### src/rtl/sdram_probe_pkg.sv
// Shared types and constants for the SDRAM module-size probe and port arbiter.
package sdram_probe_pkg;

    localparam int unsigned AW = 27;
    localparam int unsigned DW = 16;
    localparam int unsigned CW = 16;
    localparam int unsigned SW = 3;

    typedef enum logic [2:0] {
        P_WAITRDY,
        P_CMD,
        P_BLIND,
        P_WAIT,
        ARB,
        A_CMD,
        A_BLIND,
        A_WAIT
    } state_e;

    typedef struct packed {
        logic          we;
        logic [AW-1:0] addr;
        logic [DW-1:0] din;
    } cmd_t;

    localparam logic [AW-1:0] A_HI  = 27'h4000000;
    localparam logic [AW-1:0] A_MID = 27'h2000000;
    localparam logic [AW-1:0] A_LO  = 27'h0000000;
    localparam logic [AW-1:0] A_CLB = 27'h1000000;

    localparam logic [DW-1:0] DEF_SIG_HI  = 16'd3128;
    localparam logic [DW-1:0] DEF_SIG_MID = 16'd2064;
    localparam logic [DW-1:0] DEF_SIG_LO  = 16'd1032;
    localparam logic [DW-1:0] DEF_SIG_CLB = 16'd12345;
    localparam int unsigned   DEF_TIMEOUT = 1024;

    // Probe steps 0..3 are writes (HI, MID, LO, CLB), 4..6 are reads (HI, MID, LO).
    localparam logic [SW-1:0] STEP_FIRST_RD = 3'd4;
    localparam logic [SW-1:0] STEP_LAST     = 3'd6;

    function automatic logic [AW-1:0] step_addr(input logic [SW-1:0] step);
        case (step)
            3'd0, 3'd4: return A_HI;
            3'd1, 3'd5: return A_MID;
            3'd3:       return A_CLB;
            default:    return A_LO;
        endcase
    endfunction

endpackage

### src/rtl/sdram_rr_arb2.sv
// Two-way round-robin grant: combinational grant, registered fairness pointer.
module sdram_rr_arb2 (
    input  logic clk_sys,
    input  logic RESET,
    input  logic req0,
    input  logic req1,
    output logic gnt_c,
    output logic gnt_port_c
);

    logic rr_q;
    logic rr_d;

    // A lone requester always wins; the pointer only breaks ties.
    always_comb begin
        gnt_c      = req0 | req1;
        gnt_port_c = (req0 && req1) ? rr_q : req1;
        rr_d       = rr_q;
        if (gnt_c) begin
            rr_d = ~gnt_port_c;
        end
    end

    always_ff @(posedge clk_sys) begin
        if (RESET) begin
            rr_q <= 1'b0;
        end else begin
            rr_q <= rr_d;
        end
    end

endmodule

### src/rtl/sdram_probe_arb.sv
// Post-reset SDRAM size probe followed by round-robin sharing of the controller
// between the RAM clear engine (port 0) and the test/debug port (port 1).
module sdram_probe_arb
    import sdram_probe_pkg::*;
#(
    parameter logic [DW-1:0] SIG_HI  = DEF_SIG_HI,
    parameter logic [DW-1:0] SIG_MID = DEF_SIG_MID,
    parameter logic [DW-1:0] SIG_LO  = DEF_SIG_LO,
    parameter logic [DW-1:0] SIG_CLB = DEF_SIG_CLB,
    parameter int unsigned   TIMEOUT = DEF_TIMEOUT
) (
    input  logic          clk_sys,
    input  logic          RESET,
    output logic [AW-1:0] mem_addr,
    output logic [DW-1:0] mem_din,
    output logic          mem_we,
    output logic          mem_rd,
    input  logic [DW-1:0] mem_dout,
    input  logic          mem_ready,
    input  logic          p0_req,
    input  logic          p0_we,
    input  logic [AW-1:0] p0_addr,
    input  logic [DW-1:0] p0_din,
    output logic          p0_ack,
    output logic          p0_rvalid,
    input  logic          p1_req,
    input  logic          p1_we,
    input  logic [AW-1:0] p1_addr,
    input  logic [DW-1:0] p1_din,
    output logic          p1_ack,
    output logic          p1_rvalid,
    output logic [DW-1:0] rdata,
    output logic [2:0]    size_cfg,
    output logic          probe_done,
    output logic          probe_err,
    output logic          busy
);

    localparam logic [CW-1:0] TO_LAST = 16'(TIMEOUT - 32'd1);

    state_e        state_q, state_d;
    logic [SW-1:0] step_q, step_d;
    logic [CW-1:0] cnt_q, cnt_d;
    logic [AW-1:0] mem_addr_q, mem_addr_d;
    logic [DW-1:0] mem_din_q, mem_din_d;
    logic          mem_we_q, mem_we_d;
    logic          mem_rd_q, mem_rd_d;
    logic          p0_ack_q, p0_ack_d;
    logic          p1_ack_q, p1_ack_d;
    logic          p0_rvalid_q, p0_rvalid_d;
    logic          p1_rvalid_q, p1_rvalid_d;
    logic [DW-1:0] rdata_q, rdata_d;
    logic [2:0]    size_cfg_q, size_cfg_d;
    logic          probe_done_q, probe_done_d;
    logic          probe_err_q, probe_err_d;
    logic          busy_q, busy_d;
    logic          owner_q, owner_d;
    logic          is_rd_q, is_rd_d;

    logic          arb_en;
    logic          gnt_c;
    logic          gnt_port_c;
    logic          issue;
    logic          abort;
    cmd_t          p0_cmd, p1_cmd, sel_cmd;

    function automatic logic [DW-1:0] step_sig(input logic [SW-1:0] step);
        case (step)
            3'd0, 3'd4: return SIG_HI;
            3'd1, 3'd5: return SIG_MID;
            3'd3:       return SIG_CLB;
            default:    return SIG_LO;
        endcase
    endfunction

    assign arb_en  = (state_q == ARB) && mem_ready;
    assign p0_cmd  = {p0_we, p0_addr, p0_din};
    assign p1_cmd  = {p1_we, p1_addr, p1_din};
    assign sel_cmd = gnt_port_c ? p1_cmd : p0_cmd;

    sdram_rr_arb2 u_arb (
        .clk_sys    (clk_sys),
        .RESET      (RESET),
        .req0       (p0_req && arb_en),
        .req1       (p1_req && arb_en),
        .gnt_c      (gnt_c),
        .gnt_port_c (gnt_port_c)
    );

    // Sequencer: probe steps, then arbitration; each command is pulse, blind, wait.
    always_comb begin
        state_d      = state_q;
        step_d       = step_q;
        cnt_d        = cnt_q;
        mem_addr_d   = mem_addr_q;
        mem_din_d    = mem_din_q;
        mem_we_d     = 1'b0;
        mem_rd_d     = 1'b0;
        p0_ack_d     = 1'b0;
        p1_ack_d     = 1'b0;
        p0_rvalid_d  = 1'b0;
        p1_rvalid_d  = 1'b0;
        rdata_d      = rdata_q;
        size_cfg_d   = size_cfg_q;
        probe_done_d = probe_done_q;
        probe_err_d  = probe_err_q;
        busy_d       = busy_q;
        owner_d      = owner_q;
        is_rd_d      = is_rd_q;
        issue        = 1'b0;
        abort        = 1'b0;

        case (state_q)
            P_WAITRDY: begin
                if (mem_ready) begin
                    issue  = 1'b1;
                    step_d = 3'd0;
                end else if (cnt_q == TO_LAST) begin
                    abort = 1'b1;
                end else begin
                    cnt_d = cnt_q + 16'd1;
                end
            end
            P_CMD:   state_d = P_BLIND;
            P_BLIND: state_d = P_WAIT;
            P_WAIT: begin
                if (mem_ready) begin
                    if (step_q >= STEP_FIRST_RD) begin
                        rdata_d = mem_dout;
                    end
                    case (step_q)
                        3'd4:    size_cfg_d[2] = (mem_dout == SIG_HI);
                        3'd5:    size_cfg_d[1] = (mem_dout == SIG_MID);
                        3'd6:    size_cfg_d[0] = (mem_dout == SIG_LO);
                        default: ;
                    endcase
                    if (step_q == STEP_LAST) begin
                        probe_done_d = 1'b1;
                        state_d      = ARB;
                    end else begin
                        issue  = 1'b1;
                        step_d = step_q + 3'd1;
                    end
                end else if (cnt_q == TO_LAST) begin
                    abort = 1'b1;
                end else begin
                    cnt_d = cnt_q + 16'd1;
                end
            end
            ARB: begin
                if (gnt_c) begin
                    mem_addr_d = sel_cmd.addr;
                    mem_din_d  = sel_cmd.din;
                    mem_we_d   = sel_cmd.we;
                    mem_rd_d   = ~sel_cmd.we;
                    p0_ack_d   = ~gnt_port_c;
                    p1_ack_d   = gnt_port_c;
                    owner_d    = gnt_port_c;
                    is_rd_d    = ~sel_cmd.we;
                    busy_d     = 1'b1;
                    cnt_d      = '0;
                    state_d    = A_CMD;
                end
            end
            A_CMD:   state_d = A_BLIND;
            A_BLIND: state_d = A_WAIT;
            A_WAIT: begin
                // No timeout here: a slow controller simply stalls the ports.
                if (mem_ready) begin
                    if (is_rd_q) begin
                        rdata_d     = mem_dout;
                        p0_rvalid_d = ~owner_q;
                        p1_rvalid_d = owner_q;
                    end
                    busy_d  = 1'b0;
                    state_d = ARB;
                end
            end
            default: state_d = P_WAITRDY;
        endcase

        if (issue) begin
            state_d    = P_CMD;
            cnt_d      = '0;
            mem_addr_d = step_addr(step_d);
            mem_din_d  = step_sig(step_d);
            mem_we_d   = (step_d < STEP_FIRST_RD);
            mem_rd_d   = (step_d >= STEP_FIRST_RD);
        end

        if (abort) begin
            size_cfg_d   = '0;
            probe_err_d  = 1'b1;
            probe_done_d = 1'b1;
            state_d      = ARB;
        end
    end

    always_ff @(posedge clk_sys) begin
        if (RESET) begin
            state_q      <= P_WAITRDY;
            step_q       <= '0;
            cnt_q        <= '0;
            mem_addr_q   <= '0;
            mem_din_q    <= '0;
            mem_we_q     <= 1'b0;
            mem_rd_q     <= 1'b0;
            p0_ack_q     <= 1'b0;
            p1_ack_q     <= 1'b0;
            p0_rvalid_q  <= 1'b0;
            p1_rvalid_q  <= 1'b0;
            rdata_q      <= '0;
            size_cfg_q   <= '0;
            probe_done_q <= 1'b0;
            probe_err_q  <= 1'b0;
            busy_q       <= 1'b0;
            owner_q      <= 1'b0;
            is_rd_q      <= 1'b0;
        end else begin
            state_q      <= state_d;
            step_q       <= step_d;
            cnt_q        <= cnt_d;
            mem_addr_q   <= mem_addr_d;
            mem_din_q    <= mem_din_d;
            mem_we_q     <= mem_we_d;
            mem_rd_q     <= mem_rd_d;
            p0_ack_q     <= p0_ack_d;
            p1_ack_q     <= p1_ack_d;
            p0_rvalid_q  <= p0_rvalid_d;
            p1_rvalid_q  <= p1_rvalid_d;
            rdata_q      <= rdata_d;
            size_cfg_q   <= size_cfg_d;
            probe_done_q <= probe_done_d;
            probe_err_q  <= probe_err_d;
            busy_q       <= busy_d;
            owner_q      <= owner_d;
            is_rd_q      <= is_rd_d;
        end
    end

    assign mem_addr   = mem_addr_q;
    assign mem_din    = mem_din_q;
    assign mem_we     = mem_we_q;
    assign mem_rd     = mem_rd_q;
    assign p0_ack     = p0_ack_q;
    assign p1_ack     = p1_ack_q;
    assign p0_rvalid  = p0_rvalid_q;
    assign p1_rvalid  = p1_rvalid_q;
    assign rdata      = rdata_q;
    assign size_cfg   = size_cfg_q;
    assign probe_done = probe_done_q;
    assign probe_err  = probe_err_q;
    assign busy       = busy_q;

endmodule

### config.mk
export PLATFORM = sky130hd
export DESIGN_NAME = sdram_probe_arb
export DESIGN_NICKNAME = d
export VERILOG_FILES = /design/src/rtl/sdram_probe_pkg.sv /design/src/rtl/sdram_rr_arb2.sv /design/src/rtl/sdram_probe_arb.sv
export SDC_FILE = /design/constraint.sdc
export NUM_CORES = 1
export LEC_CHECK = 0
export CORE_UTILIZATION = 48
export CTS_BUF_LIST = sky130_fd_sc_hd__clkbuf_16
export DETAILED_ROUTE_END_ITERATION = 8
export HOLD_SLACK_MARGIN = 0.03
export MAX_ROUTING_LAYER = met4
export PLACE_DENSITY_LB_ADDON = 0.25
export SETUP_SLACK_MARGIN = 0.2
export SLEW_MARGIN = 20
export SYNTH_ARGS = -nofsm -noshare
export SYNTH_HDL_FRONTEND = slang
export SYNTH_SLANG_ARGS = --single-unit
### constraint.sdc
create_clock -name clk_sys -period 3.5 [get_ports clk_sys]
set_input_delay 1.05 -clock clk_sys [delete_from_list [all_inputs] [get_ports clk_sys]]
set_output_delay 1.05 -clock clk_sys [all_outputs]
set_load 0.1 [all_outputs]
### After elaboration in Yosys (flattened, before gate mapping)

Index checks and enable logic that the tools add are counted.

* magnitude comparators: 3
* bitwise logic cells: 9
* shift-type cells: 0
* reduce and logical (&&, ||, !) cells: 37
* mux-type cells: 50
* $add $sub $neg: 2
* div/mod/pow operators: 0
* multiply operators: 0
* equal/unequal tests: 34

Operator list (count)
* $mux 16: 10
* $mux 27: 3
* $pmux 27 s3: 1
* $pmux 16 s2: 2
* $mux 44: 1
* $pmux 14 s3: 1
* $eq 16x12->1 const B: 2
* $eq 3x3->1 const B: 9
* $mux 3: 9
* $pmux 3 s7: 1
* $reduce_and 5->1: 4
* $mux 1: 19
* $add 16x1->16 const B: 1
* $eq 16x10->1 const B: 1
* $eq 16x11->1 const B: 1
* $ne 2x2->1 const B: 8
* $ne 4x4->1 const B: 4
* $reduce_bool 2->1: 8
* $reduce_and 3->1: 5
* $ne 3x3->1 const B: 4
* $reduce_or 2->1: 5
* $eq 3x2->1 const B: 3
* $reduce_bool 9->1: 1
* $not 1->1: 8
* other kinds (15): 24

* logic and storage cells: 158
* memories kept: 0
* input port bits: 109
* bits in registers: 96
* output and inout port bits: 71
* RAM bits: 0
* bits in read-only memories: 0
* bits in latches: 0

### Depth between registers and ports, before layout

Gate-level depths: netlist of the first run.

* depth after elaboration: 10
* mapped depth: 10
* depth with buffers taken out: 7

### Hierarchy

A second synthesis of the first run with hierarchy kept.

* cells, all modules: 496
* area, all modules: 4560.6 um2

Modules (own cells, without submodules)
* sdram_probe_arb: seq. area each 1901.8 um2, cells an instance 490, times used 1, area each 4496.8 um2
* sdram_rr_arb2: seq. area each 20.0 um2, cells an instance 6, times used 1, area each 63.8 um2

### Worst setup path before layout of the first run

OpenSTA, ideal clock, no wires.

* path kind: in2reg
* start: input mem_ready
* end: register mem_addr_q[10], in the netlist mem_addr[10]
* buffers on the path: 3
* arrival time: 2473 ps
* stages: 8
* library setup time: 128 ps
* slack: 899 ps
* required time: 3372 ps
* path through: buf_2 nand4bb_4 or3b_1 buf_6 buf_6 mux2_4 a22oi_2 nor2_1

* longest elaborated chain between the ends: 8
* elaborated cells on any way between the ends: 16
* classes of those cells: mux: 8; bitwise: 1; reduce/logical: 7

Ends and longest elaborated chain
* from (decl): RTL line sdram_probe_arb.sv:19 `input logic mem_ready,`
* $logic_and 1x1->1: RTL line sdram_probe_arb.sv:76 `assign arb_en = (state_q == ARB) && mem_ready;`
* $logic_and 1x1->1 (on tied branches): RTL line sdram_probe_arb.sv:84, sdram_probe_arb.sv:85
* $logic_and 1x1->1: RTL line sdram_rr_arb2.sv:17 `gnt_port_c = (req0 && req1) ? rr_q : req1;`
* $mux 1: RTL line sdram_rr_arb2.sv:17
* $mux 44: RTL line sdram_probe_arb.sv:79 `assign sel_cmd = gnt_port_c ? p1_cmd : p0_cmd;`
* $mux 27: RTL line sdram_probe_arb.sv:151 `if (gnt_c) begin`
* $mux 27: RTL line sdram_probe_arb.sv:113 `case (state_q)`
* $mux 27: RTL line sdram_probe_arb.sv:182 `if (issue) begin`
* to (signal assigned): RTL line sdram_probe_arb.sv:223 `mem_addr_q <= mem_addr_d;`
* to (decl): RTL line sdram_probe_arb.sv:44 `logic [AW-1:0] mem_addr_q, mem_addr_d;`

Parallel ways exist; a longest one is shown, timed or not. The select of a mux whose other input is x is not followed.
A chain may end at the register's enable or synchronous reset.

### Worst setup path after layout of the first run

* start: input mem_ready
* end: register mem_din_q[4], in the netlist mem_din[4]

* longest elaborated chain between the ends: 8
* elaborated cells on any way between the ends: 27
* classes of those cells: eq/ne: 4; mux: 12; bitwise: 1; reduce/logical: 10

Ends and longest elaborated chain
* parallel branches: the longest is 8 deep, another holds $mux 16
* to (signal assigned): RTL line sdram_probe_arb.sv:224 `mem_din_q <= mem_din_d;`
* to (decl): RTL line sdram_probe_arb.sv:45 `logic [DW-1:0] mem_din_q, mem_din_d;`

Parallel ways; which one is timed is not known. The select of a mux whose other input is x is not followed.

==> results.json, run 1 <==
{
  "root_buffer": "clkbuf_16",
  "cap_violations": 0,
  "synth.distinct_cells": 58,
  "setup.worst_path.end_class": "register",
  "core_area_um2": 9370,
  "synth_ff_type": "dfxtp_1",
  "slew_headroom": 0.485,
  "postCtsSetupBuffers": 0,
  "cts_buffer_depth": 2,
  "final.setup.tns_ns": 0,
  "hold_class": "reg2reg",
  "syn-num-nets": 613,
  "drive_gt1_frac": 0.241,
  "num_antenna_cells": 0,
  "hold_viol": 0,
  "ant_nets": 0,
  "clk_latency_ns": 0.34,
  "ctsHoldBuffers": 0,
  "dieWidth_um": 101,
  "io_pins": 180,
  "drc_errors": 0,
  "peakVddDrop_mv": 0.276,
  "min-delay-start": "size_cfg[0]",
  "critPathKind": "in2reg",
  "nets": 780,
  "dp_hpwl_um": 9730,
  "dr.first_iter.drc_count": 161,
  "synth_edf_count": 0,
  "antenna_found_initial": 0,
  "overflow": 0,
  "path_max_fanout": 47,
  "drt_wl_total_um": 13200,
  "rsz0062_at_grt": "false",
  "netlist_area_um2": 4730,
  "yosys.area.top_type_share": 0.406,
  "tightest_slew_ns": 0.772,
  "port_buffers": 179,
  "vias_per_cell": 5.52,
  "reg2regPathDepth": 8,
  "hold_path_end": "size_cfg[0]",
  "power_mw": 2.89,
  "num_vias": 4412,
  "die-area_um2": 10300,
  "clock_sinks": 96,
  "period_needed_ns": 2.95,
  "rows": 35,
  "grt_pass1_wl_um": 20600,
  "hold_slack_ns": 0.462,
  "post-route-period-util": 0.842,
  "r2r-end": "mem_din[15]",
  "startpoint_type": "primary input",
  "die_h_um": 101,
  "cts_buffers": 9,
  "rr_startpoint": "step_q[0]",
  "syn_avg_cell_area_um2": 9.48,
  "htreeDepth": 3,
  "finalSetupViolations": 0,
  "worstPathRequired_ns": 3.72,
  "async_flop_share": 0,
  "grt_pass1_vias": 4292,
  "arrival_ns": 3.17,
  "grt_usage": 0.261,
  "rrSetupSlack_ns": 0.85,
  "synthCells": 499,
  "power_leakage_nw": 2.66,
  "yosys.area.top_type": "dfxtp_1",
  "gp_congestion": 0.881,
  "cts_resized": 0,
  "seq_area_frac_synth": 0.406,
  "fmax_ghz": 0.339,
  "start_util": 0.505,
  "ys_seq_elements": 96,
  "p_per_area_nw_per_um2": 429,
  "drv_slew": 0,
  "finClkSkew_ns": 0.0113,
  "area_growth_pct": 42.6,
  "drt_pass1_iterations": 4,
  "ys_top_cells_by_area": "dfxtp_1 41%, mux2_4 7.3%, a22oi_2 6.1%",
  "grt_max_degree": 73,
  "outcome": "complete, no violations",
  "drt-wirelength-per-cell_um": 16.5,
  "yosysWarnings": 0,
  "clk_pin_slew_ns": 0.07,
  "cts_tree": "built",
  "hold_depth": 2
}
## placed cells by master, fill, tap and decap left out, types with 5 or more instances in the layout
cell and instances:
inv_1 9, o21ai_0 15, ha_1 5, clkdlybuf4s50_1 107, a211oi_1 6, clkbuf_16 9
and3_1 5, or3_1 8, a21oi_1 32, a22oi_2 23, mux2i_1 24, nand3_1 7
nand2_1 35, buf_4 80, nor2_1 71, nor3_1 9, a22oi_1 14, dfxtp_1 96
mux2_2 9, mux2_4 23
## where the power goes
| part | total, mW | switching [mW] | leakage [nW] | internal [mW] |
|---|---|---|---|---|
| Sequential | 1.17 | 0.0389 | 0.776 | 1.13 |
| Combinational | 0.734 | 0.459 | 1.74 | 0.275 |
| Clock | 0.985 | 0.429 | 0.145 | 0.556 |
| Total | 2.89 | 0.927 | 2.66 | 1.96 |
## worst max-delay path, stage by stage
cell and delay (ns):
clkdlybuf4s50_1 0.54, nand4bb_4 0.15, or3b_2 0.50, buf_12 0.22, mux2i_1 0.26, a22oi_1 0.14, o221a_1 0.26
## per-layer routing
metal | track usage | vias to the layer above | routed length (um)
met5 | - | - | 0
met4 | 0.0680 | 0 | 210
met3 | 0.0552 | 15 | 705
met2 | 0.444 | 148 | 6640
met1 | 0.314 | 2103 | 5630
li1 | - | 2146 | -
## per-stage QoR
stage,setup slack (ns),instance area (um^2),util,instances
after floorplan,0.899,4730,-,499
after global placement,0.263,6440,0.688,784
after detailed placement,0.236,6440,0.688,784
after CTS,0.578,6740,0.719,800
after global routing,0.490,6740,0.719,800
final,0.554,6740,0.719,800
## cell usage after synthesis (all sizes together) (2+ instances only)
master / n
and3: 5
nor4bb: 2
and4: 3
xnor2: 3
o221a: 3
nor3: 9
a31o: 2
xor2: 2
a21oi: 33
a21boi: 2
or4: 4
o31ai: 3
o211ai: 4
nand3: 7
o21a: 4
inv: 8
nor4: 4
ha: 5
o21ai: 16
nand4: 4
dfxtp: 96
nand2b: 2
nand2: 35
mux2: 36
buf: 18
clkbuf: 16
a22oi: 37
mux2i: 24
a211oi: 6
nor2: 73
or3: 8
a2111oi: 4
nand3b: 3
and2: 2
or2: 4
o22ai: 2
## cell families after synthesis
logic type | count (synthesis) | share of synthesized area
AO/OA/AOI/OAI | 122 | 0.198
XOR/XNOR | 5 | 0.00926
AND/OR/NAND/NOR | 169 | 0.173
multiplexers | 60 | 0.155
adder cells (fa/ha/maj) | 5 | 0.0132
flip-flops | 96 | 0.406
buffers and inverters | 42 | 0.0450
## final cells by class
type / instances / area, um^2
multi-input combinational: 361 / 2620
sequential: 96 / 1920
tap: 129 / 161
clock buffer: 9 / 225
timing repair buffer: 190 / 1720
clock inverter: 7 / 71.3
fill: 765 / 2630
inverter: 8 / 30.0
## registers in the layout, summed over array words and instances, names as in the netlist, 3 cells and up
name and flops:
rdata 16, cnt_q 16, mem_addr 27, mem_din 16
size_cfg 3, state_q 3, step_q 3
## worst max path at each step
stage          slack (ns)  startpoint      endpoint
6_report             0.55   mem_ready    mem_din[4]
5_1_grt              0.49   mem_ready    mem_din[4]
4_1_cts              0.58   mem_ready   mem_din[12]
3_5_place_dp         0.24   mem_ready   mem_din[12]
3_3_place_gp         0.26   mem_ready    mem_din[4]
2_1_floorplan        0.90   mem_ready  mem_addr[10]
(Power assumes the default switching activity.)
==> inputs of run 2 (changes only) <==
--- a/config.mk
+++ b/config.mk
@@ -5,7 +5,7 @@
 export SDC_FILE = /design/constraint.sdc
 export NUM_CORES = 1
 export LEC_CHECK = 0
-export CORE_UTILIZATION = 48
+export CORE_UTILIZATION = 44
 export CTS_BUF_LIST = sky130_fd_sc_hd__clkbuf_16
 export DETAILED_ROUTE_END_ITERATION = 8
 export HOLD_SLACK_MARGIN = 0.03
==> constraint.sdc (replaced) <==
create_clock -name clk_sys -period 2.9 [get_ports clk_sys]
set_input_delay 0.87 -clock clk_sys [delete_from_list [all_inputs] [get_ports clk_sys]]
set_output_delay 0.87 -clock clk_sys [all_outputs]
set_load 0.1 [all_outputs]
==> run 2 against run 1 <==
Compared with the run above:
- via count is 2.6% higher
- total power grew 25%
- sequential power increased by 21%
- highest routed layer unchanged
- design area up 3.1%
- clock skew down 0.0042 ns
- critical endpoint is now mem_addr[25]
==> results.json, run 2 (synthesis gave the netlist of run 1 again) <==
{
  "rrSetupSlack_ns": 0.53,
  "setup.worst_path.end_class": "register",
  "final_cell_area_um2": 6950,
  "drv_slew": 0,
  "hold_class": "reg2reg",
  "peakVddDrop_mv": 0.397,
  "fill_cells": 842,
  "gr-usage-met1": 0.280,
  "rsz0062_at_grt": "false",
  "critPathKind": "in2reg",
  "place_area_um2": 6630,
  "tightest_slew_ns": 0.495,
  "cap_violations": 0,
  "outcome": "complete, no violations",
  "arrival_ns": 2.84,
  "drc_errors": 0,
  "final_common_cell": "clkdlybuf4s50_1",
  "finalSetupViolations": 0,
  "overflow": 0,
  "min-delay-start": "size_cfg[0]",
  "largest_register_ffs": 27,
  "grt_pass1_wl_um": 21500,
  "ant_nets": 0,
  "period_needed_ns": 2.57,
  "port_buffers": 179,
  "area_growth_pct": 47.0,
  "start_util": 0.456,
  "worstPathRequired_ns": 3.17,
  "power_leakage_nw": 2.77,
  "vias_per_cell": 5.48,
  "nets": 800,
  "rows": 37,
  "dieWidth_um": 106,
  "final_util": 0.670,
  "htreeDepth": 3,
  "pre_cts_slack_ns": -0.110,
  "antenna_found_initial": 0,
  "fmax_ghz": 0.389,
  "clk_latency_ns": 0.34,
  "num_vias": 4526,
  "die_h_um": 106,
  "clk_pin_slew_ns": 0.07,
  "dp_hpwl_um": 10300,
  "slew_headroom": 0.669,
  "hold_depth": 2,
  "drt-wirelength-per-cell_um": 16.4,
  "worst_slack_ns": 0.332,
  "regArea_um2": 1920,
  "reg2regPathDepth": 7,
  "cts_buffers": 9,
  "path_max_fanout": 18,
  "drive_gt1_frac": 0.270,
  "gp_congestion": 0.892,
  "dr.first_iter.drc_count": 238,
  "grt_max_degree": 36,
  "rr_startpoint": "step_q[0]",
  "cts_buffer_depth": 2,
  "final.setup.tns_ns": 0,
  "power_mw": 3.60,
  "cts_tree": "built",
  "multi_input_area_um2": 2630,
  "grt_usage": 0.248,
  "drt_wl_total_um": 13600,
  "grt_util_met2": 0.429,
  "clock_sinks": 96,
  "grt_pass1_vias": 4533,
  "root_buffer": "clkbuf_16",
  "finClkSkew_ns": 0.00712,
  "grt_most_used_layer": "met2",
  "hold_viol": 0,
  "hold_path_end": "size_cfg[0]",
  "num_antenna_cells": 0,
  "p_per_area_nw_per_um2": 519,
  "post-route-period-util": 0.886,
  "ctsHoldBuffers": 0,
  "startpoint_type": "primary input",
  "io_pins": 180,
  "use_met3": 0.0686,
  "die-area_um2": 11200,
  "drt_pass1_iterations": 5,
  "r2r-end": "mem_din[3]",
  "core_area_um2": 10400,
  "layout_common_cells": "107 x clkdlybuf4s50_1, 98 x buf_4, 96 x dfxtp_1"
}
## run 2: cell count changes in the layout (fill, tap and decap cells not counted), sizes merged
cell / change
bufinv: +1
buf: +20
clkinvlp: +1
inv: -3
## run 2: per-stage QoR
step,hold slack [ns],std cells
global route,0.488,826
global placement,0.428,811
floorplan,0.414,499
detailed placement,0.451,811
CTS,0.459,826
finish,0.459,826
## run 2: cell type report
| cell class | count | share of cell area |
|---|---|---|
| Clock buffer | 9 | 0.0324 |
| Clock inverter | 6 | 0.0122 |
| Multi-Input combinational cell | 361 | 0.378 |
| Inverter | 8 | 0.00432 |
| Timing Repair Buffer | 210 | 0.272 |
| Tap cell | 136 | 0.0245 |
| Sequential cell | 96 | 0.277 |
## run 2: worst max-delay path by stage
stage	startpoint	end	slack, ns	cells after the start
6_report	mem_ready	mem_addr[25]	0.33	9
5_1_grt	mem_ready	cnt_q[14]	0.25	7
4_1_cts	mem_ready	mem_addr[15]	0.25	7
3_5_place_dp	mem_ready	mem_addr[24]	-0.11	7
3_3_place_gp	mem_ready	mem_addr[25]	-0.07	7
2_1_floorplan	mem_ready	mem_addr[10]	0.48	8
## run 2: worst max-delay path: stages
cell and delay, ns:
clkdlybuf4s50_1 0.48, buf_4 0.20, nor2b_1 0.14, buf_4 0.15, buf_4 0.16, a21oi_4 0.40
buf_12 0.24, nand2_1 0.07, a21oi_1 0.12
## run 2: routing by layer
metal | up-vias | routed length (um)
met5 | - | 0
met4 | 0 | 214
met3 | 17 | 828
met2 | 173 | 7010
met1 | 2147 | 5520
li1 | 2189 | -
## run 2: timing repair
action	in CTS	in global routing
setup buffers	0	0
resized for setup	0	4
endpoints found under the setup margin	0	7
## run 2: power by group
| group | internal [mW] | leakage [nW] | switching, mW |
|---|---|---|---|
| clock | 0.748 | 0.147 | 0.502 |
| combinational | 0.379 | 1.85 | 0.563 |
| sequential | 1.37 | 0.776 | 0.0455 |
==> inputs of run 3 (changes only) <==
--- a/config.mk
+++ b/config.mk
@@ -8,6 +8,7 @@
 export CORE_UTILIZATION = 44
 export CTS_BUF_LIST = sky130_fd_sc_hd__clkbuf_16
 export DETAILED_ROUTE_END_ITERATION = 8
+export GPL_TIMING_DRIVEN = 0
 export HOLD_SLACK_MARGIN = 0.03
 export MAX_ROUTING_LAYER = met4
 export PLACE_DENSITY_LB_ADDON = 0.25
==> run 3 against run 2 <==
Compared with the run above:
- register-to-register slack got worse by 0.09 ns
- global-route usage increased by 0.22 points
- critical endpoint is now probe_err
- total power decreased by 4.8%
- maximum frequency decreased by 4.1%
- setup slack got worse by 0.11 ns
- clock-buffer cell count unchanged
- largest cell class unchanged
==> results.json, run 3 (synthesis gave the netlist of run 1 again) <==
{
  "core_area_um2": 10400,
  "p_int_mw": 2.35,
  "p_sw_mw": 1.09,
  "start_util": 0.456,
  "io_pins": 180,
  "antenna_found_initial": 0,
  "p_clk_frac": 0.331,
  "hold_class": "reg2reg",
  "die_h_um": 106,
  "tightest_slew_ns": 1.02,
  "final_util": 0.671,
  "crit_buf_inv": 1,
  "dp_cells": 812,
  "period_needed_ns": 2.68,
  "cts_buffer_depth": 2,
  "post-route-period-util": 0.924,
  "area_growth_pct": 47.1,
  "num_vias": 4526,
  "clock_sinks": 96,
  "drive_gt1_frac": 0.135,
  "overflow": 0,
  "clk_pin_slew_ns": 0.06,
  "slew_headroom": 0.320,
  "final_common_cell": "clkdlybuf4s50_1",
  "p_per_area_nw_per_um2": 494,
  "ant_nets": 0,
  "instances_no_fill": 826,
  "share_comb_of_total_power": 0.261,
  "finClkSkew_ns": 0.00792,
  "cpPeakStageDelay_ns": 1.13,
  "gp_congestion": 0.898,
  "cts_tree": "built",
  "place_area_um2": 6670,
  "grt_pass1_wl_um": 21700,
  "drt-wirelength-per-cell_um": 16.8,
  "drt_pass1_iterations": 4,
  "largest_register_ffs": 27,
  "crit_family": "buffers and inverters",
  "arrival_ns": 1.81,
  "nets": 801,
  "top_layer_used": "met4",
  "wl_met2_um": 6860,
  "postCtsSetupBuffers": 0,
  "grt_usage": 0.250,
  "hold_viol": 0,
  "cap_violations": 0,
  "grt_max_degree": 15,
  "wl_met3_um": 789,
  "final_cell_area_um2": 6950,
  "drt_wl_total_um": 13900,
  "drc_errors": 0,
  "clk_latency_ns": 0.34,
  "vias_per_cell": 5.48,
  "fill_cells": 884,
  "critPathKind": "reg2out",
  "setup.worst_path.end_class": "primary output",
  "peakVddDrop_mv": 0.437,
  "dr.first_iter.drc_count": 273,
  "power_leakage_nw": 3.09,
  "num_antenna_cells": 0,
  "worst_slack_ns": 0.221,
  "fmax_ghz": 0.373,
  "outcome": "complete, no violations",
  "dieWidth_um": 106,
  "switching_share": 0.317,
  "dp_hpwl_um": 10500,
  "crit_chain": "clkdlybuf4s50_1",
  "power_mw": 3.43,
  "pre_cts_slack_ns": -0.382,
  "cts_buffers": 9,
  "critPathSlowestCell": "clkdlybuf4s50_1",
  "worstPathRequired_ns": 2.03,
  "finalSetupViolations": 0,
  "drv_slew": 0,
  "startpoint_type": "register",
  "path_max_fanout": 2,
  "rsz0062_at_grt": "false",
  "layout_common_cells": "116 x clkdlybuf4s50_1, 96 x dfxtp_1, 72 x nor2_1",
  "rows": 37,
  "grt_pass1_vias": 4478,
  "p_seq_frac": 0.408,
  "die-area_um2": 11200,
  "port_buffers": 177,
  "htreeDepth": 3,
  "root_buffer": "clkbuf_16",
  "wl_met1_um": 5970
}
-- run 3: worst paths after layout --
kind | slack (ns) | startpoint | end | cells past startpoint
worst max-delay path | 0.22 | probe_err | probe_err | 1
worst min-delay path | 0.46 | owner_q | p0_rvalid | 1
worst max register to register | 0.44 | step_q[0] | mem_addr[15] | 10
worst min register to register | 0.46 | owner_q | p0_rvalid | 1
-- run 3: power by group through the flow --
stage          logic, mW  registers (mW)  clock network (mW)
2_1_floorplan      0.325            1.69                   0
3_3_place_gp       0.888            1.43                   0
3_5_place_dp       0.901            1.43                   0
4_1_cts            0.890            1.40                1.15
5_1_grt            0.943            1.41                1.20
6_report           0.895            1.40                1.14
-- run 3: timing repair --
item,CTS,global route
endpoints found under the setup margin,47,44
hold buffers,0,0
gates cloned,0,0
resized for setup,43,28
-- run 3: cell type report --
| class | instances | area [um^2] | share of cell area |
|---|---|---|---|
| multi-input cells | 361 | 2600 | 0.373 |
| flip-flops and latches | 96 | 1920 | 0.276 |
| repair buffers | 177 | 1770 | 0.254 |
| clock buffers | 9 | 225 | 0.0324 |
| plain buffers | 34 | 193 | 0.0277 |
| well taps | 136 | 170 | 0.0245 |
| clock inverters | 5 | 51.3 | 0.00738 |
| inverters | 8 | 30.0 | 0.00432 |
-- run 3: layer usage --
layer,vias to the layer above,GRT usage
li1,2190,-
met1,2154,0.304
met2,156,0.422
met3,26,0.0408
met4,0,0.0833
met5,-,-
-- run 3: stage by stage --
| stage | hold slack (ns) | setup TNS, ns |
|---|---|---|
| floorplan | 0.414 | 0 |
| global placement | 0.432 | -1.47 |
| detailed placement | 0.440 | -2.97 |
| CTS | 0.449 | 0 |
| global route | 0.479 | 0 |
| finish | 0.455 | 0 |
